`src/rtl/opb_register_simulink2ppc_snap.sv`:
```
// OPB slave that snapshots a fabric word for software to read back, with a
// status word (fresh, overflow, armed, capture count) and a control word.
module opb_register_simulink2ppc_snap #(
    parameter logic [31:0] C_BASEADDR     = 32'h0108E300,
    parameter logic [31:0] C_HIGHADDR     = 32'h0108E3FF,
    parameter int          C_OPB_AWIDTH   = 32,
    parameter int          C_OPB_DWIDTH   = 32,
    parameter              C_FAMILY       = "virtex5",
    parameter int          C_ARM_ON_RESET = 1
) (
    input  logic                    OPB_Clk,
    input  logic                    OPB_Rst_n,
    input  logic [0:C_OPB_AWIDTH-1] OPB_ABus,
    input  logic [0:3]              OPB_BE,
    input  logic [0:C_OPB_DWIDTH-1] OPB_DBus,
    input  logic                    OPB_RNW,
    input  logic                    OPB_select,
    input  logic                    OPB_seqAddr,
    output logic [0:C_OPB_DWIDTH-1] Sl_DBus,
    output logic                    Sl_errAck,
    output logic                    Sl_retry,
    output logic                    Sl_toutSup,
    output logic                    Sl_xferAck,
    input  logic [31:0]             user_data_in,
    input  logic                    user_valid,
    output logic [1:0]              fsm_state
);

    typedef enum logic [1:0] {
        IDLE = 2'd0,
        ACK  = 2'd1,
        GAP  = 2'd2
    } state_t;

    localparam logic ARM_INIT = (C_ARM_ON_RESET != 0);

    state_t      state;
    state_t      state_nxt;
    logic [31:0] snapshot;
    logic        fresh;
    logic        overflow;
    logic        armed;
    logic [15:0] count;
    logic [31:0] rd_word;
    logic        hit;
    logic [1:0]  offset;
    logic        take;
    logic        data_rd;
    logic        ctrl_wr;
    logic        clr;
    logic        capture;
    logic        unused_bits;

    assign unused_bits = ^{OPB_BE, OPB_seqAddr, OPB_DBus[0:28], |C_FAMILY};

    // Handshake: a transfer is offered while OPB_select is high with an
    // address in the window; it is accepted at the first rising edge seen in
    // IDLE and acknowledged by a single Sl_xferAck cycle (ACK), followed by a
    // mandatory GAP cycle. A still-high select after GAP starts a new transfer.
    assign hit     = OPB_select && (OPB_ABus >= C_BASEADDR) && (OPB_ABus <= C_HIGHADDR);
    assign offset  = OPB_ABus[28:29];
    assign take    = (state == IDLE) && hit;
    assign data_rd = take && OPB_RNW && (offset == 2'd0);
    assign ctrl_wr = take && !OPB_RNW && (offset == 2'd2);
    assign clr     = ctrl_wr && OPB_DBus[30];
    assign capture = user_valid && armed;

    assign Sl_errAck  = 1'b0;
    assign Sl_retry   = 1'b0;
    assign Sl_toutSup = 1'b0;
    assign Sl_xferAck = (state == ACK);
    assign fsm_state  = state;

    always_ff @(posedge OPB_Clk or negedge OPB_Rst_n) begin
        if (!OPB_Rst_n) begin
            state <= IDLE;
        end else begin
            state <= state_nxt;
        end
    end

    always_comb begin
        state_nxt = state;
        case (state)
            IDLE:    if (hit) state_nxt = ACK;
            ACK:     state_nxt = GAP;
            GAP:     state_nxt = IDLE;
            default: state_nxt = IDLE;
        endcase
    end

    always_comb begin
        rd_word = 32'd0;
        case (offset)
            2'd0:    rd_word = snapshot;
            2'd1:    rd_word = {count, 13'd0, armed, overflow, fresh};
            default: rd_word = 32'd0;
        endcase
    end

    // Read data comes from the pre-edge register values, so a coincident
    // capture is seen by the next read, not this one.
    always_ff @(posedge OPB_Clk or negedge OPB_Rst_n) begin
        if (!OPB_Rst_n) begin
            Sl_DBus <= '0;
        end else if (take && OPB_RNW) begin
            Sl_DBus <= rd_word;
        end else begin
            Sl_DBus <= '0;
        end
    end

    always_ff @(posedge OPB_Clk or negedge OPB_Rst_n) begin
        if (!OPB_Rst_n) begin
            snapshot <= 32'd0;
            fresh    <= 1'b0;
            overflow <= 1'b0;
            count    <= 16'd0;
            armed    <= ARM_INIT;
        end else begin
            if (capture) begin
                snapshot <= user_data_in;
            end
            // Clear has priority over a coincident capture for the bookkeeping.
            if (clr) begin
                fresh    <= 1'b0;
                overflow <= 1'b0;
                count    <= 16'd0;
            end else if (capture) begin
                fresh <= 1'b1;
                count <= count + 16'd1;
                if (fresh && !data_rd) begin
                    overflow <= 1'b1;
                end
            end else if (data_rd) begin
                fresh <= 1'b0;
            end
            if (ctrl_wr && OPB_DBus[29]) begin
                armed <= 1'b0;
            end else if (ctrl_wr && OPB_DBus[31]) begin
                armed <= 1'b1;
            end
        end
    end

endmodule

```
`config.mk`:
```
export PLATFORM = sky130hd
export DESIGN_NAME = opb_register_simulink2ppc_snap
export DESIGN_NICKNAME = d
export VERILOG_FILES = /design/src/rtl/opb_register_simulink2ppc_snap.sv
export SDC_FILE = /design/constraint.sdc
export NUM_CORES = 1
export LEC_CHECK = 0
export CAP_MARGIN = 20
export CORE_ASPECT_RATIO = 0.75
export CORE_MARGIN = 3
export CORE_UTILIZATION = 45
export CTS_BUF_LIST = sky130_fd_sc_hd__clkbuf_8
export DETAILED_ROUTE_END_ITERATION = 12
export PLACE_DENSITY = 0.91
export SYNTH_ARGS = -nofsm -noshare
export SYNTH_HDL_FRONTEND = slang
export SYNTH_SLANG_ARGS = --single-unit
export TNS_END_PERCENT = 30
```
`constraint.sdc`:
```
create_clock -name OPB_Clk -period 5 [get_ports OPB_Clk]
set_input_delay 0.75 -clock OPB_Clk [delete_from_list [all_inputs] [get_ports OPB_Clk]]
set_output_delay 0.75 -clock OPB_Clk [all_outputs]
set_load 0.1 [all_outputs]
```
==> results of run 1 <==
-- sequential cells by signal, indices dropped and copies added (netlist names) --
signal     flops
fresh          1
armed          1
count         16
snapshot      32
fsm_state      2
Sl_DBus       32
overflow       1
-- per-stage QoR --
stage / std cells / power [uW] / utilization / setup WS [ns]
floorplan: 288 / 725 / - / 1.88
global placement: 483 / 794 / 0.625 / 1.52
detailed placement: 483 / 796 / 0.625 / 1.49
CTS: 498 / 1240 / 0.650 / 1.86
global route: 499 / 1290 / 0.653 / 1.81
finish: 499 / 1230 / 0.653 / 1.87
-- final timing paths --
check	start	to	slack [ns]	cells after the start
worst max-delay path	OPB_ABus[8]	count[0]$_DFFE_PN0P_	1.87	6
worst min-delay path	OPB_Rst_n	Sl_DBus[8]$_DFF_PN0_	0.22	1
worst max register to register	fsm_state[1]$_DFFE_PN0P_	count[0]$_DFFE_PN0P_	2.39	5
worst min register to register	snapshot[3]$_DFFE_PN0P_	Sl_DBus[28]$_DFF_PN0_	0.48	1
max in group asynchronous	OPB_Rst_n	armed$_DFFE_PN1P_	4.17	2
min in group OPB_Clk	snapshot[3]$_DFFE_PN0P_	Sl_DBus[28]$_DFF_PN0_	0.48	1
-- critical path: stages --
cell and delay (ns):
clkdlybuf4s50_1 0.40, or4_1 0.56, or4_4 0.58, nor4_4 0.72
nor2_2 0.06, mux2_2 0.29
-- metal layers --
layer | GRT usage | vias to the layer above
li1 | - | 1209
met1 | 0.207 | 1240
met2 | 0.318 | 97
met3 | 0.0575 | 8
met4 | 0.0467 | 0
met5 | 0 | -
-- logic make-up (layout without fill, tap and decap cells) --
| family | Yosys count | in the layout |
|---|---|---|
| compound gates | 18 | 18 |
| xor+xnor | 11 | 11 |
| fa+ha+maj | 1 | 1 |
| buf+inv | 17 | 127 |
| flops | 85 | 85 |
| mux | 52 | 52 |
| other cells | 1 | 3 |
| simple gates | 101 | 101 |
-- power groups by stage --
stage	sequential (uW)	combinational, uW	clock (uW)
floorplan	701	24.4	0
global placement	700	93.8	0
detailed placement	700	95.6	0
CTS	687	95.8	461
global route	687	105	498
finish	687	97.1	449
-- cell type report --
class	instances	area, sq um	share of cell area
inverter	3	11.3	0.00231
timing repair buffer	109	1100	0.226
sequential	85	2130	0.436
clock buffer	9	124	0.0254
tap	101	126	0.0259
clock inverter	6	57.6	0.0118
multi-input combinational	186	1330	0.273
-- Yosys cell counts (all sizes together) (5+ instances only) --
master,number,area [sq um]
nor3,8,40.0
and2,14,87.6
o21ai,5,25.0
buf,9,48.8
mux2i,19,190
mux2,33,372
xnor2,5,43.8
clkbuf,5,18.8
nand4,8,50.1
a21oi,6,30.0
dfrtp,84,2100
nand2,10,37.5
nor2,36,138
xor2,6,52.6
or3,6,37.5
-- cell usage in the layout (no fill, tap or decap), drive strengths merged, types with 4 or more instances in the layout --
| cell | netlist | routed |
|---|---|---|
| clkdlybuf4s50 | 0 | 105 |
| dfrtp | 84 | 84 |
| nor2 | 36 | 36 |
| mux2 | 33 | 33 |
| mux2i | 19 | 19 |
| and2 | 14 | 14 |
| nand2 | 10 | 10 |
| clkbuf | 5 | 9 |
| nor3 | 8 | 8 |
| nand4 | 8 | 8 |
| or3 | 6 | 6 |
| a21oi | 6 | 6 |
| xor2 | 6 | 6 |
| inv | 3 | 5 |
| xnor2 | 5 | 5 |
| o21ai | 5 | 5 |
| nand3 | 4 | 4 |
| nor4 | 4 | 4 |
| buf | 9 | 4 |
| or4 | 4 | 4 |
==> results.md, run 1 <==
* # nets final at approximately 500
* First-pass GRT wire length at between 10,000 and 15,000 um
* Post-synthesis register bit count at 85
* Top Metal Used: met4
* Residual DRC at 0
* Multiplexer area fraction after synthesis at 0.159
* Worst setup path class: in2reg
* Area Growth Syn to Fin at 38.3%
* DRT met1 WL at approximately 3200 um
* Fillers at between 500 and 600
* Worst-Margin Slew at between 1 and 1.5 ns
* Seq pwr share at 0.557
* Post-Synth Adder-Cell Area at 0.00355
* XOR/XNOR share of the synthesized area at 0.0273
* Clk pwr share at 0.364
* Die area at around 9000 sq um
* Critical path startpoint category: input port
* Async SR Flop Fraction at 1.00
* Largest net degree at the start of global routing at 86
* Avg Inst Size Synth at approximately 12 sq um
* CTS max path bufs at 2
* Psw at around 270 uW
* Number of port buffers at approximately 110
* ANT nets after route at 0
* Synth Area in Compound Gates at 0.0309
* I/O pin total at around 140
* Initial antenna violation count at 0
* TritonCTS Buffers at 9
* CTS tree: yes
* Outcome: finished, final reports clean
* Main combinational cell family by area after synthesis: multiplexers
* Final wirelength at around 7500 um
* Clk root buf: clkbuf_8
* Crit path capture type: flop
* GPL Wtd Cong at 0.778
* Synthesized instance count at 286
* Resized Gates After CTS at 0
* HPWL Detailed at between 5000 and 6000 um
* Share of layout cells above drive strength 1 at 0.143
* Row count at 27
* Slew HR at 0.331
* Die height at ~83 um
* Logic gate share of total power at 0.079
* Min-Delay Path Class: in2async
* Iter 0 DRT Violations at 61
* Clk sink count at 85
* Leakage power at ~0.0022 uW
* Internal Power at 967 uW
* DR vias at 2,554
* Die X at roughly 110 um
* Worst Path Max Fanout at 17
* Post-synth cell types at 37
* Vias in the first global route at 2,547
* Worst-Skew Late Latency at about 0.34 ns
* Slew Viols, Final at 0
* Synth Cell Area at 3530 sq um
* Clock skew at between 0.006 and 0.007 ns
* Pwr Density at ~250 nW/um^2
* Sequential area share after synthesis at 0.603
* DR WL/cell at approximately 15 um
* Vias per Instance at 5.12
* Met3 Wirelength at roughly 500 um
* TNS Setup at 0 ns
* Post-cts hold buffer count at 0
* Post-synth EDFFs at 0
* Area post-placement at ~4700 sq um
* DR pass1 iterations at 5
* Initial Utilization at 0.473
* Highest clock rate at roughly 0.32 GHz
* Worst EP required at around 5.2 ns
* Setup Fix Bufs, Post-CTS at 0
* Hold Vio Cnt, Final at 0
* Max-cap viol count at 0
* RSZ-0062 raised after global routing: false
* H-tree levels at 3
* Grt ovf at 0
* Clk slew on worst S/H paths at ~0.08 ns
* GRT Util Overall at 0.177
* Final setup viols at 0
* Synth warn at 0
* Final Cell Area at 4880 sq um
* Switching share of power at 0.215
* Period utilization at 0.626
* Core ar. at 7470 sq um
* Diodes inserted at 0
* Tmin final at between 3 and 4 ns
* Simple-Gate Fraction of Synth Area at 0.152
* Ys flop type: dfrtp_1
* Metal2 WL at around 3700 um
* Maximum vdd drop at between 0.0001 and 0.00015 V
* Worst Path Arrival at around 3.4 ns
* Final hold slack at between 0.2 and 0.25 ns
Note: power is estimated with default switching activity, not from simulation.
==> inputs of run 2 (changes only) <==
CORE_UTILIZATION = 44   (was 45)
PLACE_DENSITY = 0.9   (was 0.91)
clock period = 3.3 ns   (was 5 ns; I/O delays follow)
==> run 2 against run 1 <==
Compared with the run above:
- worst hold slack better by 0.25 ns
- sequential power is 51% higher
- sequential share of layout area is 0.84 points lower
- die area is 2.1% higher
- critical path depth is 1 higher
- worst setup slack worse by 1.0 ns
- non-clock buffer count is 4 higher
- largest power group unchanged
==> results.md, run 2 (synthesis results as in run 1) <==
* Outcome: finished, final reports clean (unchanged)
* Die area at 9140 sq um (was 8950 sq um)
* Commonest non-fill, non-tap cell in the layout: clkdlybuf4s50_1 (unchanged)
* Leakage power at 0.00226 uW (was 0.00221 uW)
* HPWL Detailed at 5590 um (was 5500 um)
* Worst-Skew Late Latency at 0.35 ns (was 0.34 ns)
* Period utilization at 0.748
* Most frequent cells in the layout: clkdlybuf4s50_1, dfrtp_1, nor2_1 (unchanged)
* Row count at 27 (unchanged)
* Largest net degree at the start of global routing at 86 (unchanged)
* CTS tree: yes (unchanged)
* Worst-Margin Slew at 0.991 ns (was 1.00 ns)
* Clk sink count at 85 (unchanged)
* DR pass1 iterations at 4 (was 5)
* FF-to-FF Start: fsm_state[1]$_DFFE_PN0P_ (unchanged)
* Iter 0 DRT Violations at 83 (was 61)
* Slew HR at 0.337 (was 0.331)
* Diodes inserted at 0 (unchanged)
* Flop-to-flop setup slack at 1.11 ns (was 2.39 ns)
* GPL Wtd Cong at 0.830 (was 0.778)
* Finished Core Util at 0.657 (was 0.653)
* Grt ovf at 0 (unchanged)
* Clock skew at 0.00811 ns (was 0.00673 ns)
* Hold Vio Cnt, Final at 0 (unchanged)
* Number of port buffers at 106 (unchanged)
* Post-route non-filler standard cell count at 504 (was 499)
* Worst EP required at 3.53 ns (was 5.24 ns)
* TritonCTS Buffers at 9 (unchanged)
* Die height at 83.6 um (was 82.7 um)
* Clk slew on worst S/H paths at 0.08 ns (about the same)
* Fillers at 583 (was 565)
* Worst Path Max Fanout at 17 (unchanged)
* Critical path endpoint: fresh$_DFFE_PN0P_ (was count[0]$_DFFE_PN0P_)
* Pwr Density at 416 nW/um^2 (was 253 nW/um^2)
* # nets final at 505 (was 501)
* Setup ws final at 0.830 ns (was 1.87 ns)
* Regs by FF count: Sl_DBus x32, snapshot x32, count x16 (unchanged)
* Worst Path Arrival at 2.70 ns (was 3.36 ns)
* Clk root buf: clkbuf_8 (unchanged)
* Dpl cells at 486 (was 483)
* GRT Util Overall at 0.178 (was 0.177)
* Initial Utilization at 0.466 (was 0.473)
* CTS max path bufs at 2 (unchanged)
* TNS Setup at 0 ns (unchanged)
* RSZ-0062 raised after global routing: false (unchanged)
* H-tree levels at 3 (unchanged)
* Critical R2R Capture: count[0]$_DFFE_PN0P_ (unchanged)
* Worst setup path class: in2reg (unchanged)
* Initial antenna violation count at 0 (unchanged)
* Resized Gates After CTS at 0 (unchanged)
* Setup slack at placement at 0.481 ns (was 1.49 ns)
* Vias in the first global route at 2,672 (was 2,547)
* Critical path startpoint category: input port (unchanged)
* Final setup viols at 0 (unchanged)
* Core ar. at 7570 sq um (was 7470 sq um)
* ANT nets after route at 0 (unchanged)
* Area Growth Syn to Fin at 41.0% (was 38.3%)
* R2r worst-path depth at 5 (unchanged)
* Final wirelength at 7630 um (was 7540 um)
* I/O pin total at 144 (unchanged)
* DR WL/cell at 15.1 um (about the same)
* Min-Delay Path Class: reg2reg (was in2async)
* DR vias at 2,569 (was 2,554)
* Vias per Instance at 5.10 (was 5.12)
* Max-cap viol count at 0 (unchanged)
* Tmin final at approximately 2.5 ns
* Maximum vdd drop at 0.000217 V (was 0.000146 V)
* Final Power at 2070 uW (was 1230 uW)
* Crit. Startpoint: OPB_ABus[5] (was OPB_ABus[8])
* Slew Viols, Final at 0 (unchanged)
* Highest clock rate at 0.405 GHz
* Share of layout cells above drive strength 1 at 0.159 (was 0.143)
* Die X at 109 um (was 108 um)
* Crit path capture type: flop (unchanged)
* Residual DRC at 0 (unchanged)
* First-pass GRT wire length at 12,700 um (was 11,900 um)
run 2: cell type report:
cell class	count	area, sq um	area share
Timing Repair Buffer	113	1130	0.227
Sequential cell	85	2130	0.428
Tap cell	101	126	0.0254
Inverter	3	11.3	0.00226
Clock buffer	10	138	0.0277
Clock inverter	6	110	0.0221
Multi-Input combinational cell	186	1330	0.267
run 2: per-stage QoR:
stage / hold WS [ns] / instance area [sq um]
global route: 0.492 / 4970
CTS: 0.358 / 4940
finish: 0.468 / 4970
floorplan: 0.199 / 3540
detailed placement: 0.461 / 4690
global placement: 0.455 / 4690
run 2: where the power goes:
part           internal, uW  leakage [uW]  switching (uW)
clock network           522      0.000119             361
registers              1040       0.00118        0.000355
logic                  86.7      0.000964            61.4
run 2: how the worst min path moves through the flow:
stage	start	end	slack, ns	cells past startpoint
floorplan	OPB_Rst_n	Sl_DBus[0]$_DFF_PN0_	0.20	0
CTS	OPB_Rst_n	Sl_DBus[7]$_DFF_PN0_	0.36	1
detailed placement	snapshot[15]$_DFFE_PN0P_	Sl_DBus[16]$_DFF_PN0_	0.46	1
global route	snapshot[4]$_DFFE_PN0P_	Sl_DBus[27]$_DFF_PN0_	0.49	1
finish	fsm_state[1]$_DFFE_PN0P_	fsm_state[1]$_DFFE_PN0P_	0.47	1
global placement	snapshot[5]$_DFFE_PN0P_	Sl_DBus[26]$_DFF_PN0_	0.46	1
run 2: layer usage:
layer	routed length, um	GRT usage	share of wire
met2	3780	0.291	0.49
met1	3170	0.220	0.42
met5	0	0	0
met3	566	0.0596	0.074
met4	118	0.0589	0.015
run 2: what timing repair did:
| action | 4_1_cts | 5_1_grt |
|---|---|---|
| hold buffers | 0 | 1 |
| buffers inserted | 0 | 0 |
| hold endpoints to repair | 0 | 15 |
run 2: critical path, cell delays in order:
cell and delay (ns):
clkdlybuf4s50_1 0.41, or4_1 0.53, nor4_1 0.33, nand4_1 0.34, buf_4 0.32, o21ai_0 0.18
a21oi_1 0.09
==> inputs of run 3 (changes only) <==
CORE_UTILIZATION = 40   (was 44)
PLACE_DENSITY = 0.86   (was 0.9)
clock period = 2.2 ns   (was 3.3 ns; I/O delays follow)
==> run 3 against run 2 <==
Compared with the run above:
- flip-flop and latch count unchanged
- highest routed layer unchanged
- first-iteration DRC count up 70%
- worst hold slack worse by 0.053 ns
- combinational power up 53%
- clock power up 37%
- worst setup slack worse by 0.79 ns
- clock-buffer cell count up 1
- sequential power up 50%
==> results.md, run 3 (synthesis results as in run 1) <==
* Tmin final at approximately 2.2 ns
* Die height at 87.3 um (was 83.6 um)
* Critical path startpoint category: input port (unchanged)
* Clock skew at 0.0101 ns (was 0.00811 ns)
* Area Growth Syn to Fin at 41.2% (was 41.0%)
* H-tree levels at 3 (unchanged)
* Vias in the first global route at 2,836 (was 2,672)
* DR pass1 iterations at 4 (unchanged)
* Multi-input logic area at 1350 sq um (was 1330 sq um)
* I/O pin total at 144 (unchanged)
* DR vias at 2,565 (was 2,569)
* Clk sink count at 85 (unchanged)
* Highest clock rate at about 0.46 GHz
* End of the worst hold path: fsm_state[0]$_DFFE_PN0P_ (was fsm_state[1]$_DFFE_PN0P_)
* Period utilization at 0.981
* Initial Utilization at 0.414 (was 0.466)
* Clk root buf: clkbuf_8 (unchanged)
* Clk slew on worst S/H paths at 0.08 ns (about the same)
* Worst-Skew Late Latency at 0.34 ns (was 0.35 ns)
* Met3 Wirelength at 424 um (was 566 um)
* FF-to-FF Start: fsm_state[1]$_DFFE_PN0P_ (unchanged)
* ANT nets after route at 0 (unchanged)
* Post-route non-filler standard cell count at 519 (was 504)
* Max-cap viol count at 0 (unchanged)
* Pwr Density at 602 nW/um^2 (was 416 nW/um^2)
* Hold Vio Cnt, Final at 0 (unchanged)
* Initial antenna violation count at 0 (unchanged)
* Commonest non-fill, non-tap cell in the layout: dfrtp_1 (was clkdlybuf4s50_1)
* Hold Path Cell Cnt at 4 (was 1)
* DRT met1 WL at 3490 um (was 3170 um)
* Metal2 WL at 3930 um (was 3780 um)
* GPL Wtd Cong at 0.821 (was 0.830)
* Crit. Startpoint: OPB_ABus[10] (was OPB_ABus[5])
* GRT Util Overall at 0.171 (was 0.178)
* Number of port buffers at 106 (unchanged)
* Die area at 10000 sq um (was 9140 sq um)
* Final Cell Area at 4980 sq um (was 4970 sq um)
* First-pass GRT wire length at 13,400 um (was 12,700 um)
* Crit-path cells: clkdlybuf4s50_1, or4_4, or4_4, nor3_1, a31oi_1, mux2_4 (was clkdlybuf4s50_1, or4_1, nor4_1, nand4_1, buf_4, o21ai_0, a21oi_1)
* Vias per Instance at 4.94 (was 5.10)
* Fillers at 675 (was 583)
* Final wirelength at 7940 um (was 7630 um)
* HPWL Detailed at 6020 um (was 5590 um)
* Outcome: finished, final reports clean (unchanged)
* Setup slack at placement at -0.422 ns (was 0.481 ns)
* Crit path top cell by count: or4_4
* Share of layout cells above drive strength 1 at 0.270 (was 0.159)
* Die X at 114 um (was 109 um)
* Setup ws final at 0.0409 ns (was 0.830 ns)
* Hold_sp: OPB_ABus[9] (was fsm_state[1]$_DFFE_PN0P_)
* Worst Path Max Fanout at 4 (was 17)
* Worst setup path class: in2reg (unchanged)
* Regs by FF count: Sl_DBus x32, snapshot x32, count x16 (unchanged)
* CP max-delay cell: or4_4 (was or4_1)
* Flop-to-flop setup slack at 0.04 ns (was 1.11 ns)
* Area post-placement at 4720 sq um (was 4690 sq um)
* Leakage power at 0.00241 uW (was 0.00226 uW)
* Min-Delay Path Class: in2reg (was reg2reg)
* CTS max path bufs at 2 (unchanged)
* Worst EP required at 2.43 ns (was 3.53 ns)
* Final setup viols at 0 (unchanged)
* Crit path capture type: flop (unchanged)
* Largest net degree at the start of global routing at 48 (was 86)
* Maximum vdd drop at 0.000264 V (was 0.000217 V)
* Critical R2R Capture: count[0]$_DFFE_PN0P_ (unchanged)
* RSZ-0062 raised after global routing: true (was false)
* Slew HR at 0.664 (was 0.337)
* Dpl cells at 502 (was 486)
* Top Metal Used: met4 (unchanged)
* Slowest stage delay, CP at 0.57 ns (was 0.53 ns)
* Most frequent cells in the layout: dfrtp_1, clkdlybuf4s50_1, buf_4 (was clkdlybuf4s50_1, dfrtp_1, nor2_1)
* DR WL/cell at 15.3 um (was 15.1 um)
* Row count at 29 (was 27)
* Diodes inserted at 0 (unchanged)
* Slew Viols, Final at 0 (unchanged)
* Worst-Margin Slew at 0.503 ns (was 0.991 ns)
* R2r worst-path depth at 5 (unchanged)
* # nets final at 513 (was 505)
* Iter 0 DRT Violations at 141 (was 83)
* Storage cell area at 2130 sq um (about the same)
* Residual DRC at 0 (unchanged)
* CTS tree: yes (unchanged)
* Grt ovf at 0 (unchanged)
* Core ar. at 8530 sq um (was 7570 sq um)
* Worst Path Arrival at 2.39 ns (was 2.70 ns)
* TritonCTS Buffers at 9 (unchanged)
[run 3: critical path, delay by kind of cell]
kind	cells	cell delay (ns)
compound gates	1	0.16
mux	1	0.28
buf+inv	1	0.40
simple gates	3	1.21
[run 3: through the flow]
stage | power [uW] | hold slack [ns] | setup TNS [ns] | utilization
2_1_floorplan | 1650 | 0.0344 | -0.699 | -
3_5_place_dp | 1820 | 0.333 | -14.47 | 0.553
3_3_place_gp | 1810 | 0.324 | -9.75 | 0.553
5_1_grt | 3120 | 0.415 | -0.0127 | 0.584
4_1_cts | 3030 | 0.477 | -0.0261 | 0.582
6_report | 3000 | 0.415 | 0 | 0.584
[run 3: layer usage]
metal  vias to the layer above  global-route usage
met2                        82               0.290
met4                         0              0.0712
met5                         -                   0
li1                       1227                   -
met3                         8              0.0319
met1                      1248               0.215
[run 3: area by class of cell]
| type | instances | share of cell area |
|---|---|---|
| clock inverter | 5 | 0.0148 |
| inverter | 3 | 0.00226 |
| timing repair buffer | 121 | 0.226 |
| multi-input combinational | 186 | 0.271 |
| clock buffer | 11 | 0.0304 |
| sequential | 85 | 0.428 |
| tap | 108 | 0.0271 |
[run 3: repair_timing]
action / CTS / global route
setup endpoints to repair: 18 / 31
setup buffers: 0 / 0
hold buffers: 1 / 0
endpoints found under the hold margin: 38 / 0
resized for setup: 3 / 7
[run 3: report_power, final]
group	total (uW)	switching, uW	internal [uW]
combinational	226	94.4	132
sequential	1560	0.000546	1560
clock	1210	519	694
total	3000	614	2390
[run 3: worst max path at each step]
stage | to | slack (ns) | cells past startpoint
2_1_floorplan | count[0]$_DFFE_PN0P_ | -0.10 | 5
3_3_place_gp | count[7]$_DFFE_PN0P_ | -0.34 | 6
3_5_place_dp | count[7]$_DFFE_PN0P_ | -0.42 | 6
4_1_cts | count[0]$_DFFE_PN0P_ | -0.03 | 6
5_1_grt | count[0]$_DFFE_PN0P_ | -0.01 | 5
6_report | count[0]$_DFFE_PN0P_ | 0.04 | 6
